## src/rtl/imem_responder_if.sv

```systemverilog
`default_nettype none
// ============================================================================
// Module      : imem_responder_if
// Description : Instruction-fetch bus between the CPU fetch stage and the
//               imem_responder. The CPU is the master, the responder the slave.
// Revision    : 1.0 - initial release
// ============================================================================
interface imem_responder_if #(
  parameter int XLEN = 32
);
  logic [XLEN-1:0] imem_addr;
  logic            imem_ren;
  logic [XLEN-1:0] imem_rdata;
  logic            imem_raddr_handshake;
  logic            imem_rdata_handshake;

  modport master (
    output imem_addr,
    output imem_ren,
    input  imem_rdata,
    input  imem_raddr_handshake,
    input  imem_rdata_handshake
  );

  modport slave (
    input  imem_addr,
    input  imem_ren,
    output imem_rdata,
    output imem_raddr_handshake,
    output imem_rdata_handshake
  );
endinterface
`default_nettype wire

```

## src/rtl/imem_responder.sv

```systemverilog
`default_nettype none
// ============================================================================
// Module      : imem_responder
// Description : Fixed-latency instruction memory responder. Accepts one fetch
//               at a time, waits LATENCY cycles, reads a synchronous SRAM and
//               returns the word with a one-cycle data handshake. The last
//               returned word is held on imem_rdata between fetches.
// Revision    : 1.0 - initial release
// ============================================================================
module imem_responder #(
  parameter int XLEN        = 32,
  parameter int DEPTH_WORDS = 1024,
  parameter int LATENCY     = 2
) (
  input  wire logic                           ACLK,
  input  wire logic                           ARESETn,
  imem_responder_if.slave                     imem,
  output logic                                stall_o,
  output logic                                sram_cen,
  output logic [$clog2(DEPTH_WORDS)-1:0]      sram_addr,
  input  wire logic [XLEN-1:0]                sram_rdata
);

  localparam int         AW          = $clog2(DEPTH_WORDS);
  localparam logic [3:0] C_WAIT_INIT = 4'(LATENCY - 1);

  typedef enum logic [1:0] {
    S_IDLE = 2'd0,
    S_WAIT = 2'd1,
    S_DATA = 2'd2
  } state_t;

  state_t          r_state;
  logic [3:0]      r_cnt;
  logic [XLEN-1:0] r_hold;
  logic [AW-1:0]   r_idx;

  logic [AW-1:0]   w_idx;
  logic            w_accept;
  logic            w_unused;

  // Word index: byte offset and bits above the SRAM size are dropped, so
  // out-of-range addresses wrap modulo DEPTH_WORDS.
  assign w_idx    = imem.imem_addr[AW+1:2];
  assign w_unused = ^{imem.imem_addr[XLEN-1:AW+2], imem.imem_addr[1:0]};

  // A new address can be taken when no fetch is outstanding (IDLE) or when
  // the outstanding one completes this cycle (DATA). Gated by reset so the
  // handshake stays low while ARESETn is asserted.
  assign w_accept = ARESETn & imem.imem_ren &
                    ((r_state == S_IDLE) | (r_state == S_DATA));

  // Fetch sequencer: latch address, count down the wait, capture data.
  always_ff @(posedge ACLK or negedge ARESETn) begin
    if (!ARESETn) begin
      r_state <= S_IDLE;
      r_cnt   <= 4'd0;
      r_hold  <= '0;
      r_idx   <= '0;
    end else begin
      case (r_state)
        S_IDLE: begin
          if (imem.imem_ren) begin
            r_idx   <= w_idx;
            r_cnt   <= C_WAIT_INIT;
            r_state <= S_WAIT;
          end
        end
        S_WAIT: begin
          // Address/ren changes here are ignored; the fetch always completes.
          if (r_cnt == 4'd0) begin
            r_state <= S_DATA;
          end else begin
            r_cnt <= r_cnt - 4'd1;
          end
        end
        S_DATA: begin
          r_hold <= sram_rdata;
          if (imem.imem_ren) begin
            r_idx   <= w_idx;
            r_cnt   <= C_WAIT_INIT;
            r_state <= S_WAIT;
          end else begin
            r_state <= S_IDLE;
          end
        end
        default: begin
          r_state <= S_IDLE;
        end
      endcase
    end
  end

  // Outputs decode directly from state; reset forces state to IDLE and the
  // hold register to zero, giving the required reset output values.
  assign imem.imem_raddr_handshake = w_accept;
  assign imem.imem_rdata_handshake = (r_state == S_DATA);
  assign imem.imem_rdata           = (r_state == S_DATA) ? sram_rdata : r_hold;
  assign stall_o                   = (r_state != S_DATA);
  assign sram_cen                  = (r_state == S_WAIT) && (r_cnt == 4'd0);
  assign sram_addr                 = r_idx;

endmodule
`default_nettype wire

```

## src/flat_wrapper.sv

```systemverilog
// flat-port wrapper written by rule: the top's interface ports become plain ports
module imem_responder_flat 
#(
  parameter int XLEN        = 32,
  parameter int DEPTH_WORDS = 1024,
  parameter int LATENCY     = 2
)
  (ACLK, ARESETn, stall_o, sram_cen, sram_addr, sram_rdata, imem_imem_addr, imem_imem_ren, imem_imem_rdata, imem_imem_raddr_handshake, imem_imem_rdata_handshake);
  imem_responder_if #(.XLEN(XLEN)) imem_i ();
  input  wire logic ACLK;
  input  wire logic ARESETn;
  output logic stall_o;
  output logic sram_cen;
  output logic [$clog2(DEPTH_WORDS)-1:0] sram_addr;
  input  wire logic [XLEN-1:0] sram_rdata;
  input wire logic [$bits(imem_i.imem_addr)-1:0] imem_imem_addr;
  input wire logic [$bits(imem_i.imem_ren)-1:0] imem_imem_ren;
  output wire logic [$bits(imem_i.imem_rdata)-1:0] imem_imem_rdata;
  output wire logic [$bits(imem_i.imem_raddr_handshake)-1:0] imem_imem_raddr_handshake;
  output wire logic [$bits(imem_i.imem_rdata_handshake)-1:0] imem_imem_rdata_handshake;
  assign imem_i.imem_addr = imem_imem_addr;
  assign imem_i.imem_ren = imem_imem_ren;
  assign imem_imem_rdata = imem_i.imem_rdata;
  assign imem_imem_raddr_handshake = imem_i.imem_raddr_handshake;
  assign imem_imem_rdata_handshake = imem_i.imem_rdata_handshake;
  imem_responder #(.XLEN(XLEN), .DEPTH_WORDS(DEPTH_WORDS), .LATENCY(LATENCY)) u_core (.ACLK(ACLK), .ARESETn(ARESETn), .imem(imem_i), .stall_o(stall_o), .sram_cen(sram_cen), .sram_addr(sram_addr), .sram_rdata(sram_rdata));
endmodule
```

## config.mk

```make
export PLATFORM = sky130hd
export DESIGN_NAME = imem_responder_flat
export DESIGN_NICKNAME = d
export VERILOG_FILES = /design/src/rtl/imem_responder_if.sv /design/src/rtl/imem_responder.sv /design/src/flat_wrapper.sv
export SDC_FILE = /design/constraint.sdc
export NUM_CORES = 1
export LEC_CHECK = 0
export BUFFER_PORTS_ARGS = -buffer_cell sky130_fd_sc_hd__buf_4
export CAP_MARGIN = 15
export CELL_PAD_IN_SITES_DETAIL_PLACEMENT = 2
export CELL_PAD_IN_SITES_GLOBAL_PLACEMENT = 2
export CORE_MARGIN = 2
export CORE_UTILIZATION = 27
export DETAILED_ROUTE_END_ITERATION = 10
export PLACE_DENSITY_LB_ADDON = 0.12
export REMOVE_ABC_BUFFERS = 1
export SETUP_SLACK_MARGIN = 0.05
export SLEW_MARGIN = 10
export SYNTH_ARGS = -nofsm -noshare
export SYNTH_HDL_FRONTEND = slang
export SYNTH_SLANG_ARGS = --single-unit
```

## constraint.sdc

```tcl
create_clock -name ACLK -period 3.25 [get_ports ACLK]
set_input_delay 0.1625 -clock ACLK [delete_from_list [all_inputs] [get_ports ACLK]]
set_output_delay 0.1625 -clock ACLK [all_outputs]
set_load 0.02 [all_outputs]
```

-- Word-level counts from Yosys, hierarchy flattened
Cells that the tools add are included.
W data, S select, Z words.
- add/subtract/negate cells: 1
- eq/ne operators: 7
- muxes and demuxes: 8
- bitwise gates (word level): 3
- reduce and logical (&&, ||, !) cells: 8
- operator list (operator ; count):
    $mux W32 ; 1
    $mux W4 ; 2
    $pmux W4 S2 ; 1
    $ne A2 B2 Y1 const B ; 3
    $pmux W2 S3 ; 1
    $logic_not A4 Y1 ; 1
    $mux W2 ; 2
    $ne A2 B1 Y1 const B ; 2
    $reduce_and A2 Y1 ; 2
    $sub A4 B1 Y4 const B ; 1
    $reduce_and A3 Y1 ; 1
    $and A1 B1 Y1 ; 2
    $eq A2 B1 Y1 const B ; 1
    $eq A2 B2 Y1 const B ; 1
    $logic_not A2 Y1 ; 1
    $reduce_bool A2 Y1 ; 1
    $reduce_or A2 Y1 ; 1
    $logic_and A1 B1 Y1 ; 1
    $mux W1 ; 1
    $or A1 B1 Y1 ; 1
- flip-flop bits (word level): 48
- input port bits: 67
- output and inout bits: 46
- word-level logic and storage cells: 31

-- Longest topological paths before layout
Gate-level depths: netlist of run 1.
- depth in word-level cells: 4
- mapped depth: 5
- depth with buffers taken out: 5

-- Least setup slack after synthesis of run 1
Ideal clock, no wire load.
- path type: reg2reg
- start point: register u_core.r_state[0]
- end point: register u_core.r_hold[21]
- setup time: 0.167 ns
- arrival time: 1.184 ns
- required time: 3.083 ns
- path slack: 1.898 ns
- stages on the path, launching flop included: 5
- buffers on the path: 2
- clock period less this slack: 1.352 ns
- cell sequence: dfrtp_1 > nand2b_1 > buf_6 > buf_6 > mux2_1
- word-level cells in the longest chain between the ends: 2
- ends and longest elaborated chain (element ; RTL line ; text):
    from (decl) ; imem_responder.sv:33 ; state_t r_state;
    from (signal assigned) ; imem_responder.sv:56 ; r_state <= S_IDLE;
    from (signal assigned) ; imem_responder.sv:66 ; r_state <= S_WAIT;
    from (signal assigned) ; imem_responder.sv:72 ; r_state <= S_DATA;
    $eq A2 B2 Y1 ; n/a ;
    $mux W32 ; n/a ;
    named net imem_imem_rdata[21] ; flat_wrapper.sv:18 ; output wire logic [$bits(imem_i.imem_rdata)-1:0] imem_imem_rdata;
    to (signal assigned) ; imem_responder.sv:78 ; r_hold <= sram_rdata;
    to (decl) ; imem_responder.sv:35 ; logic [XLEN-1:0] r_hold;
The timed path passes the listed nets, and every way through them passes these cells.
A chain may end at the register's enable or synchronous reset.

-- Worst setup path after layout of run 1
- start point: register u_core.r_state[0]
- end point: output port imem_imem_rdata[20]
- word-level cells in the longest chain between the ends: 2
- ends and longest elaborated chain (element ; RTL line ; text):
    $eq A2 B2 Y1 ; imem_responder.sv:98 ; assign imem.imem_rdata = (r_state == S_DATA) ? sram_rdata : r_hold;
    $mux W32 ; imem_responder.sv:98 ;
    to (decl) ; flat_wrapper.sv:18 ;
No other way between the ends.

==> metrics.yaml, run 1 <==
hold_violations: 0
cp-start-kind: "flip-flop"
cts_sinks: 48
numCtsBuffers: 5
yosys_warnings: 0
reg2reg_from: "u_core.r_cnt[0]"
rsz0062_at_grt: "false"
max_freq_mhz: 515
rows: 30
first_global_vias: 1621
drv_cap: 0
min_path_cells: 3
worstMarginPinSlew_ns: 0.626
drt_wl_total_um: 5390
vias: 1451
reg2reg_to: "u_core.r_cnt[1]"
cts_buffer_depth: 2
tns_ns: 0
htreeDepth: 2
avgRoutedWirePerCell_um: 16.3
clock_skew_ns: 0.00824
critPathKind: "reg2out"
antenna_found_initial: 0
leakagePower_nw: 1.38
grt-ovfl-total: 0
drt-initial-drc-count: 76
synth-seq-cells: 48
dp_cells: 323
status: "finished clean"
via_per_inst: 4.40
core-area_um2: 6830
synthToLayoutAreaGrowth_pct: 44.8
finalNetCount: 304
drive_gt1_share_pct: 55.6
ff_latch_area_um2: 1200
clk_pin_slew_ns: 0.09
end_kind: "output port"
ys_seq_area_share_pct: 62.8
die_x_um: 88.1
fin_crit_sh_pct: 59.8
multi_input_area_um2: 644
dieArea_um2: 7770
finalPower_mw: 3.01
ant_nets: 0
cp-startpoint: "u_core.r_state[0]"
grt_usage_pct: 14.4
relSlewSlack_pct: 58.3
clock_latency_ns: 0.30
p_per_area_nw_per_um2: 1090
cts_tree: "yes"
syn_avg_cell_area_um2: 13.5
slew_violations: 0
drc: 0
yosys.cell_types.count: 22
grt_max_degree: 50
reg2reg_setup_slack_ns: 1.65
synthCells: 142
critPathCapture: "imem_imem_rdata[20]"
ir_drop_mv: 0.375
dp_hpwl_um: 3910
final_cells: 330
worstPathArrival_ns: 1.78
syn_area_um2: 1910
crit_required_ns: 3.09
worst-path-max-fanout: 34
final_util_pct: 40.5
portBuffers: 90
fin_crit_ns: 1.94
chipHeight_um: 88.1
setup-violations-final: 0
dr.pass1.iters: 4
io_pins: 113
postPlaceCellArea_um2: 2660
start_util_pct: 28.0
grt_pass1_wl_um: 8250
fillCellCount: 728
gp_congestion: 0.653
postLayoutCellArea_um2: 2770
diodes: 0
cts_root_buf: "clkbuf_8"
ff2ff_path_depth: 5
hold_path.class: "in2reg"
-- how the worst min path moves through the flow --
stage | from | to
after floorplan | ARESETn | u_core.r_cnt[0]
after global placement | ARESETn | u_core.r_hold[14]
after detailed placement | ARESETn | u_core.r_hold[0]
after CTS | imem_imem_addr[10] | u_core.sram_addr[8]
after global routing | imem_imem_addr[10] | u_core.sram_addr[8]
final | imem_imem_addr[10] | u_core.sram_addr[8]
-- layer usage --
metal,vias to the layer above,track usage (%),share of wire (%),wire (um)
met5,-,0,0,0
met1,736,15.8,37,2010
li1,650,-,-,-
met2,60,26.6,54,2920
met3,5,4.81,7.7,415
met4,0,3.72,0.83,45
-- power by group --
part | leakage [nW] | switching, mW | internal, mW
Combinational | 0.760 | 0.872 | 0.712
Clock | 0.0501 | 0.195 | 0.221
Sequential | 0.572 | 0.118 | 0.892
Total | 1.38 | 1.18 | 1.82
-- cell usage after synthesis, drive strengths merged --
library cell	n	share of area (%)
a21bo	1	0.52
a21oi	1	0.26
and2	1	0.33
and2b	1	0.39
buf	6	2.9
dfrtp	48	63
ha	2	1.3
inv	3	0.59
mux2	32	19
mux2i	2	1.0
nand2	32	6.3
nand2b	3	0.98
nand3	1	0.26
nand4b	1	0.46
nor2	3	0.59
nor2b	1	0.33
o21ai	1	0.26
o311ai	1	0.85
o31ai	1	0.39
or3b	1	0.59
-- metrics by stage --
| stage | hold WS, ns | setup slack [ns] |
|---|---|---|
| after floorplan | -0.133 | 1.26 |
| after global placement | 0.211 | 1.67 |
| after detailed placement | 0.235 | 1.61 |
| after CTS | 0.0404 | 1.26 |
| after global routing | 0.0340 | 1.18 |
| final | 0.0495 | 1.31 |
-- layout by cell type (no fill, tap or decap), types with 2 or more instances in the layout --
cell	n
buf_4	91
dfrtp_1	48
nand2_1	32
mux2_2	30
clkbuf_8	5
inv_1	3
nand2b_1	3
nor2_1	3
mux2_1	2
mux2i_1	2
ha_1	2
-- logic make-up after synthesis --
logic type	Yosys count	synth area share, %
AO/OA/AOI/OAI	5	2.29
multiplexers	34	19.9
buffers and inverters	9	3.47
adder cells (fa/ha/maj)	2	1.31
flip-flops	48	62.8
AND/OR/NAND/NOR	44	10.2
-- state kept, by name, indices dropped and copies added (netlist names) --
| name | count |
|---|---|
| u_core.r_cnt | 4 |
| u_core.r_hold | 32 |
| u_core.r_state | 2 |
| u_core.sram_addr | 10 |
-- layout make-up --
cell class	count	share of cell area, %
inverters	3	0.407
clock buffers	5	2.49
multi-input cells	85	23.3
flip-flops and latches	48	43.4
well taps	96	4.34
repair buffers	92	25.0
clock inverters	1	1.08
-- worst max-delay path, cell delays in order (launching register included) --
cell and delay, ns:
dfrtp_1 0.40, nand2b_1 0.12, buf_4 0.39, mux2_2 0.41, buf_4 0.17
-- timing repair --
action | in CTS | in global routing
setup buffers | 0 | 0
endpoints found under the hold margin | 48 | 0
hold buffers | 1 | 0
resized for setup | 0 | 0
Note: power is estimated with default switching activity, not from simulation.
==> run 2: changes to the inputs <==
- CORE_UTILIZATION: 27 -> 25
- clock period: 3.25 -> 2 ns (I/O delays scaled with it)
==> run 2 against run 1 <==
  * Count of clock-buffer cells in the layout grew 1
  * Sequential power grew 61%
  * Utilization shrank 0.87 points
  * Sequential share of layout area shrank 2.1 points
  * First-iteration DRC count shrank 68%
  * Via count grew 2.3%
  * Non-clock buffer count grew 13
  * Clock skew is essentially flat
  * Clock power grew 42%
  * Critical path depth is the same
  * Cell area grew 5.0%
  * Critical path type unchanged
==> metrics.yaml, run 2 (synthesized netlist as in run 1, its figures left out) <==
path_delay_family: "flip-flops"  # was buffers and inverters
route.met3.wl_um: 424  # was 415 um
numCtsBuffers: 5  # unchanged
drc: 0  # unchanged
synthToLayoutAreaGrowth_pct: 52.1  # was 44.8%
tns_ns: 0  # unchanged
cts_tree: "yes"  # unchanged
layout_commonest_cell: "buf_4"  # unchanged
vias: 1484  # was 1451
worstPathArrival_ns: 1.72  # was 1.78 ns
slowest_delay_ns: 0.40  # was 0.41 ns
finalNetCount: 317  # was 304
dp_hpwl_um: 3880  # was 3910 um
portBuffers: 90  # unchanged
wl_met1_um: 2200  # was 2010 um
max_freq_mhz: 551
critPathSlowestCell: "dfrtp_1"  # was mux2_2
worstMarginPinSlew_ns: 0.621  # was 0.626 ns
cts_buffer_depth: 2  # unchanged
crit_buf_inv: 2  # unchanged
slew_violations: 0  # unchanged
fin_crit_sh_pct: 90.8
min_path_cells: 2  # was 3
drive_gt1_share_pct: 54.4  # was 55.6%
cp.depth: 4  # unchanged
leakagePower_nw: 1.45  # was 1.38 nW
chipHeight_um: 91.5  # was 88.1 um
core-area_um2: 7330  # was 6830 um^2
setup-violations-final: 0  # unchanged
drt-initial-drc-count: 24  # was 76
top_layer: "met4"  # unchanged
dieArea_um2: 8360  # was 7770 um^2
grt_max_degree: 49  # was 50
via_per_inst: 4.28  # was 4.40
avgRoutedWirePerCell_um: 15.1  # was 16.3 um
grt-ovfl-total: 0  # unchanged
fillCellCount: 761  # was 728
largest_reg_flops: 32  # unchanged
p_per_area_nw_per_um2: 1660  # was 1090 nW/um^2
rows: 31  # was 30
relSlewSlack_pct: 58.6  # was 58.3%
rsz0062_at_grt: "false"  # unchanged
htreeDepth: 2  # unchanged
hold_path.class: "in2reg"  # unchanged
dp_cells: 329  # was 323
final_cell_mix: "93 x buf_4, 48 x dfrtp_1, 32 x nand2_1"  # was 91 x buf_4, 48 x dfrtp_1, 32 x nand2_1
io_pins: 113  # unchanged
status: "finished clean"  # unchanged
critPathKind: "reg2out"  # unchanged
die_x_um: 91.5  # was 88.1 um
gp_congestion: 0.635  # was 0.653
ant_nets: 0  # unchanged
ir_drop_mv: 0.425  # was 0.375 mV
end_kind: "output port"  # unchanged
grt_usage_pct: 13.2  # was 14.4%
fin_crit_ns: 1.82
dr.pass1.iters: 2  # was 4
ff2ff_path_depth: 5  # unchanged
worst-path-max-fanout: 18  # was 34
cts_root_buf: "clkbuf_8"  # unchanged
crit_required_ns: 1.90  # was 3.09 ns
clock_skew_ns: 0.00792  # was 0.00824 ns
grt_pass1_wl_um: 8620  # was 8250 um
cp-start-kind: "flip-flop"  # unchanged
drt_wl_total_um: 5250  # was 5390 um
antenna_found_initial: 0  # unchanged
final_cells: 347  # was 330
drv_cap: 0  # unchanged
hold_violations: 0  # unchanged
whs_ns: 0.0452  # was 0.0495 ns
cts_sinks: 48  # unchanged
clock_latency_ns: 0.30  # about the same
start_util_pct: 26.1  # was 28.0%
clk_pin_slew_ns: 0.09  # about the same
diodes: 0  # unchanged
postCtsSetupRepairBufs: 0  # unchanged
path_cells: "nand2b_4 > buf_12 > mux2_2 > buf_4"  # was nand2b_1 > buf_4 > mux2_2 > buf_4
dr_wl_met2_um: 2570  # was 2920 um
first_global_vias: 1602  # was 1621
top_register: "u_core.r_hold"  # unchanged
## run 2: final cells by class
cell class / count / area (um^2) / share of cell area, %
sequential: 48 / 1200 / 41.3
clock inverter: 1 / 8.76 / 0.301
timing repair buffer: 105 / 828 / 28.5
multi-input combinational: 85 / 652 / 22.4
tap: 99 / 124 / 4.26
clock buffer: 6 / 82.6 / 2.84
inverter: 3 / 11.3 / 0.387
## run 2: worst paths after layout
check / from / endpoint / slack [ns]
max: u_core.r_state[0] / imem_imem_rdata[9] / 0.18
max in group asynchronous: ARESETn / u_core.sram_addr[3] / 1.09
min: sram_rdata[2] / u_core.r_hold[2] / 0.05
min in group asynchronous: ARESETn / u_core.r_hold[13] / 0.50
max reg2reg: u_core.r_cnt[0] / u_core.r_cnt[1] / 0.52
min reg2reg: u_core.sram_addr[2] / u_core.sram_addr[2] / 0.49
## run 2: where the power goes
| group | switching (mW) | total [mW] | leakage [nW] | internal, mW |
|---|---|---|---|---|
| registers | 0.186 | 1.63 | 0.572 | 1.45 |
| logic | 1.40 | 2.60 | 0.828 | 1.20 |
| clock network | 0.315 | 0.591 | 0.0473 | 0.276 |
| total | 1.90 | 4.82 | 1.45 | 2.92 |
## run 2: worst register-to-register path: stages (launching register included)
cell and delay, ns:
dfrtp_1 0.42, inv_1 0.12, ha_1 0.16, nand2b_1 0.13, o21ai_1 0.35, mux2i_1 0.24
## run 2: repair_timing
item / 4_1_cts / 5_1_grt
hold buffers: 11 / 0
endpoints found under the setup margin: 18 / 0
hold endpoints to repair: 58 / 0
resized for setup: 1 / 0
## run 2: metal layers
layer	vias up	global-route usage, %
met3	6	4.73
met5	-	0
met4	0	3.41
li1	678	-
met2	63	21.9
met1	737	16.3
## run 2: metrics by stage
step | setup WS, ns | cell area, um^2 | power (mW) | utilization, %
3_5_place_dp | 0.345 | 2700 | 4.28 | 36.8
6_report | 0.184 | 2910 | 4.82 | 39.7
5_1_grt | 0.0912 | 2910 | 5.16 | 39.7
3_3_place_gp | 0.349 | 2700 | 4.19 | 36.8
4_1_cts | 0.147 | 2910 | 4.91 | 39.7
2_1_floorplan | 0.0127 | 1860 | 3.11 | -
==> run 3: changes to the inputs <==
- CORE_UTILIZATION: 25 -> 27
- SETUP_SLACK_MARGIN: 0.05 -> 0.1
- clock period: 2 -> 2.3 ns (I/O delays scaled with it)
==> run 3 against run 2 <==
  * Global-route usage rose by 0.88 points
  * Critical path depth did not move
  * Utilization rose by 1.7 points
  * Wire length fell by 0.72%
  * Clock power fell by 1%
  * Die area fell by 7.1%
  * Largest cell class unchanged
  * Largest power group unchanged
==> metrics.yaml, run 3 (synthesized netlist as in run 1, its figures left out) <==
status: "finished clean"  # unchanged
numCtsBuffers: 5  # unchanged
p_sw_mw: 1.65  # was 1.90 mW
reg2reg_from: "u_core.r_state[0]"  # was u_core.r_cnt[0]
gp_congestion: 0.651  # was 0.635
critPathSlowestCell: "dfrtp_1"  # unchanged
core-area_um2: 6830  # was 7330 um^2
diodes: 0  # unchanged
tns_ns: 0  # unchanged
slew_violations: 0  # unchanged
rows: 30  # was 31
drt_wl_total_um: 5210  # was 5250 um
postPlaceCellArea_um2: 2680  # was 2700 um^2
dieArea_um2: 7770  # was 8360 um^2
hold_path.class: "in2reg"  # unchanged
drc: 0  # unchanged
cts_sinks: 48  # unchanged
worstMarginPinSlew_ns: 0.546  # was 0.621 ns
swShare_pct: 38.9  # was 39.4%
cts_resized: 0  # was 1
reg2reg_to: "u_core.r_hold[5]"  # was u_core.r_cnt[1]
hold_path_end: "u_core.sram_addr[5]"  # was u_core.r_hold[2]
grt_most_used_layer: "met2"  # unchanged
postCtsSetupRepairBufs: 0  # unchanged
htreeDepth: 2  # unchanged
p_per_area_nw_per_um2: 1500  # was 1660 nW/um^2
worstPathArrival_ns: 1.83  # was 1.72 ns
fin_crit_sh_pct: 84.7
leakagePower_nw: 1.41  # was 1.45 nW
antenna_found_initial: 0  # unchanged
relSlewSlack_pct: 63.6  # was 58.6%
postCtsHoldBufs: 5  # was 11
reg2reg_setup_slack_ns: 0.81  # was 0.52 ns
fin_crit_ns: 1.95
rsz0062_at_grt: "false"  # unchanged
worst-path-max-fanout: 30  # was 18
dp_hpwl_um: 3920  # was 3880 um
slowest_delay_ns: 0.41  # was 0.40 ns
path_cells: "nand2b_1 > buf_12 > mux2_1 > buf_4"  # was nand2b_4 > buf_12 > mux2_2 > buf_4
finalNetCount: 309  # was 317
ir_drop_mv: 0.392  # was 0.425 mV
ff2ff_path_depth: 3  # was 5
gr-usage-met3_pct: 4.43  # was 4.73%
cp-start-kind: "flip-flop"  # unchanged
final_cells: 335  # was 347
min_path_cells: 3  # was 2
cts_tree: "yes"  # unchanged
crit_required_ns: 2.18  # was 1.90 ns
drive_gt1_share_pct: 54.8  # was 54.4%
finalPower_mw: 4.24  # was 4.82 mW
grt_usage_pct: 14.1  # was 13.2%
setup-violations-final: 0  # unchanged
dr.pass1.iters: 4  # was 2
layout_commonest_cell: "buf_4"  # unchanged
max_freq_mhz: 513
first_global_vias: 1628  # was 1602
final_cell_mix: "91 x buf_4, 48 x dfrtp_1, 32 x nand2_1"  # was 93 x buf_4, 48 x dfrtp_1, 32 x nand2_1
io_pins: 113  # unchanged
grt_pass1_wl_um: 8200  # was 8620 um
start_util_pct: 28.0  # was 26.1%
chipHeight_um: 88.1  # was 91.5 um
synthToLayoutAreaGrowth_pct: 48.0  # was 52.1%
met2_usage_pct: 26.7  # was 21.9%
portBuffers: 90  # unchanged
postLayoutSetupSlackWorst_ns: 0.352  # was 0.184 ns
clock_power_share_pct: 13.8  # was 12.3%
ant_nets: 0  # unchanged
grtUsageMet1_pct: 14.5  # was 16.3%
combPwrFrac_pct: 52.7  # was 53.8%
p_int_mw: 2.59  # was 2.92 mW
postLayoutCellArea_um2: 2830  # was 2910 um^2
vias: 1450  # was 1484
die_x_um: 88.1  # was 91.5 um
clock_latency_ns: 0.30  # about the same
hold_violations: 0  # unchanged
end_kind: "output port"  # unchanged
dp_cells: 324  # was 329
p_seq_share_pct: 33.5  # was 33.9%
min_from: "imem_imem_addr[7]"  # was sram_rdata[2]
top_register: "u_core.r_hold"  # unchanged
cts_root_buf: "clkbuf_8"  # unchanged
drv_cap: 0  # unchanged
grt_max_degree: 31  # was 49
via_per_inst: 4.33  # was 4.28
pre_cts_slack_ns: 0.646  # was 0.345 ns
clock_skew_ns: 0.0103  # was 0.00792 ns
drt-initial-drc-count: 22  # was 24
clk_pin_slew_ns: 0.08  # was 0.09 ns
cts_buffer_depth: 2  # unchanged
largest_reg_flops: 32  # unchanged
critPathKind: "reg2out"  # unchanged
grt-ovfl-total: 0  # unchanged
avgRoutedWirePerCell_um: 15.6  # was 15.1 um
-- run 3: cell count changes in the layout (fill, tap and decap cells not counted) --
cell	change
buf_4	-2
clkinv_4	-1
dlygate4sd3_1	-6
bufinv_16	+1
nand2b_1	+1
nand2b_4	-1
clkbuf_8	-1
-- run 3: critical path: cells and delay by family, from the launching register on --
kind                   cells  cell delay [ns]
and+or+nand+nor            1             0.34
buffers and inverters      2             0.42
muxes                      1             0.37
DFF                        1             0.41
-- run 3: layout make-up --
cell class / instances / area [um^2]
fillers: 735 / 4000
flip-flops and latches: 48 / 1200
repair buffers: 97 / 753
multi-input cells: 85 / 644
well taps: 96 / 120
clock buffers: 5 / 68.8
clock inverters: 1 / 30.0
inverters: 3 / 11.3
-- run 3: worst max-delay path by stage --
| stage | slack [ns] | endpoint | cells past startpoint | from |
|---|---|---|---|---|
| finish | 0.35 | imem_imem_rdata[2] | 4 | u_core.r_state[0] |
| global route | 0.25 | imem_imem_rdata[5] | 4 | u_core.r_state[0] |
| global placement | 0.73 | imem_imem_rdata[7] | 4 | u_core.r_state[0] |
| floorplan | 0.31 | u_core.r_hold[21] | 2 | u_core.r_state[0] |
| CTS | 0.30 | imem_imem_rdata[14] | 4 | u_core.r_state[0] |
| detailed placement | 0.65 | imem_imem_rdata[14] | 4 | u_core.r_state[0] |
-- run 3: power by group through the flow --
stage / sequential [mW] / clock [mW] / combinational [mW]
floorplan: 1.49 / 0 / 1.21
global placement: 1.41 / 0 / 2.19
detailed placement: 1.44 / 0 / 2.27
CTS: 1.43 / 0.610 / 2.28
global route: 1.47 / 0.643 / 2.43
finish: 1.42 / 0.583 / 2.23
-- run 3: through the flow --
| step | util (%) | hold WS [ns] |
|---|---|---|
| after floorplan | - | -0.181 |
| after global placement | 39.2 | 0.0240 |
| after detailed placement | 39.2 | 0.0348 |
| after CTS | 41.4 | 0.000736 |
| after global routing | 41.4 | 0.0145 |
| final | 41.4 | 0.00977 |
-- run 3: metal layers --
| metal | vias up | routed length (um) |
|---|---|---|
| li1 | 661 | - |
| met1 | 722 | 1920 |
| met2 | 60 | 2850 |
| met3 | 7 | 353 |
| met4 | 0 | 82 |
| met5 | - | 0 |
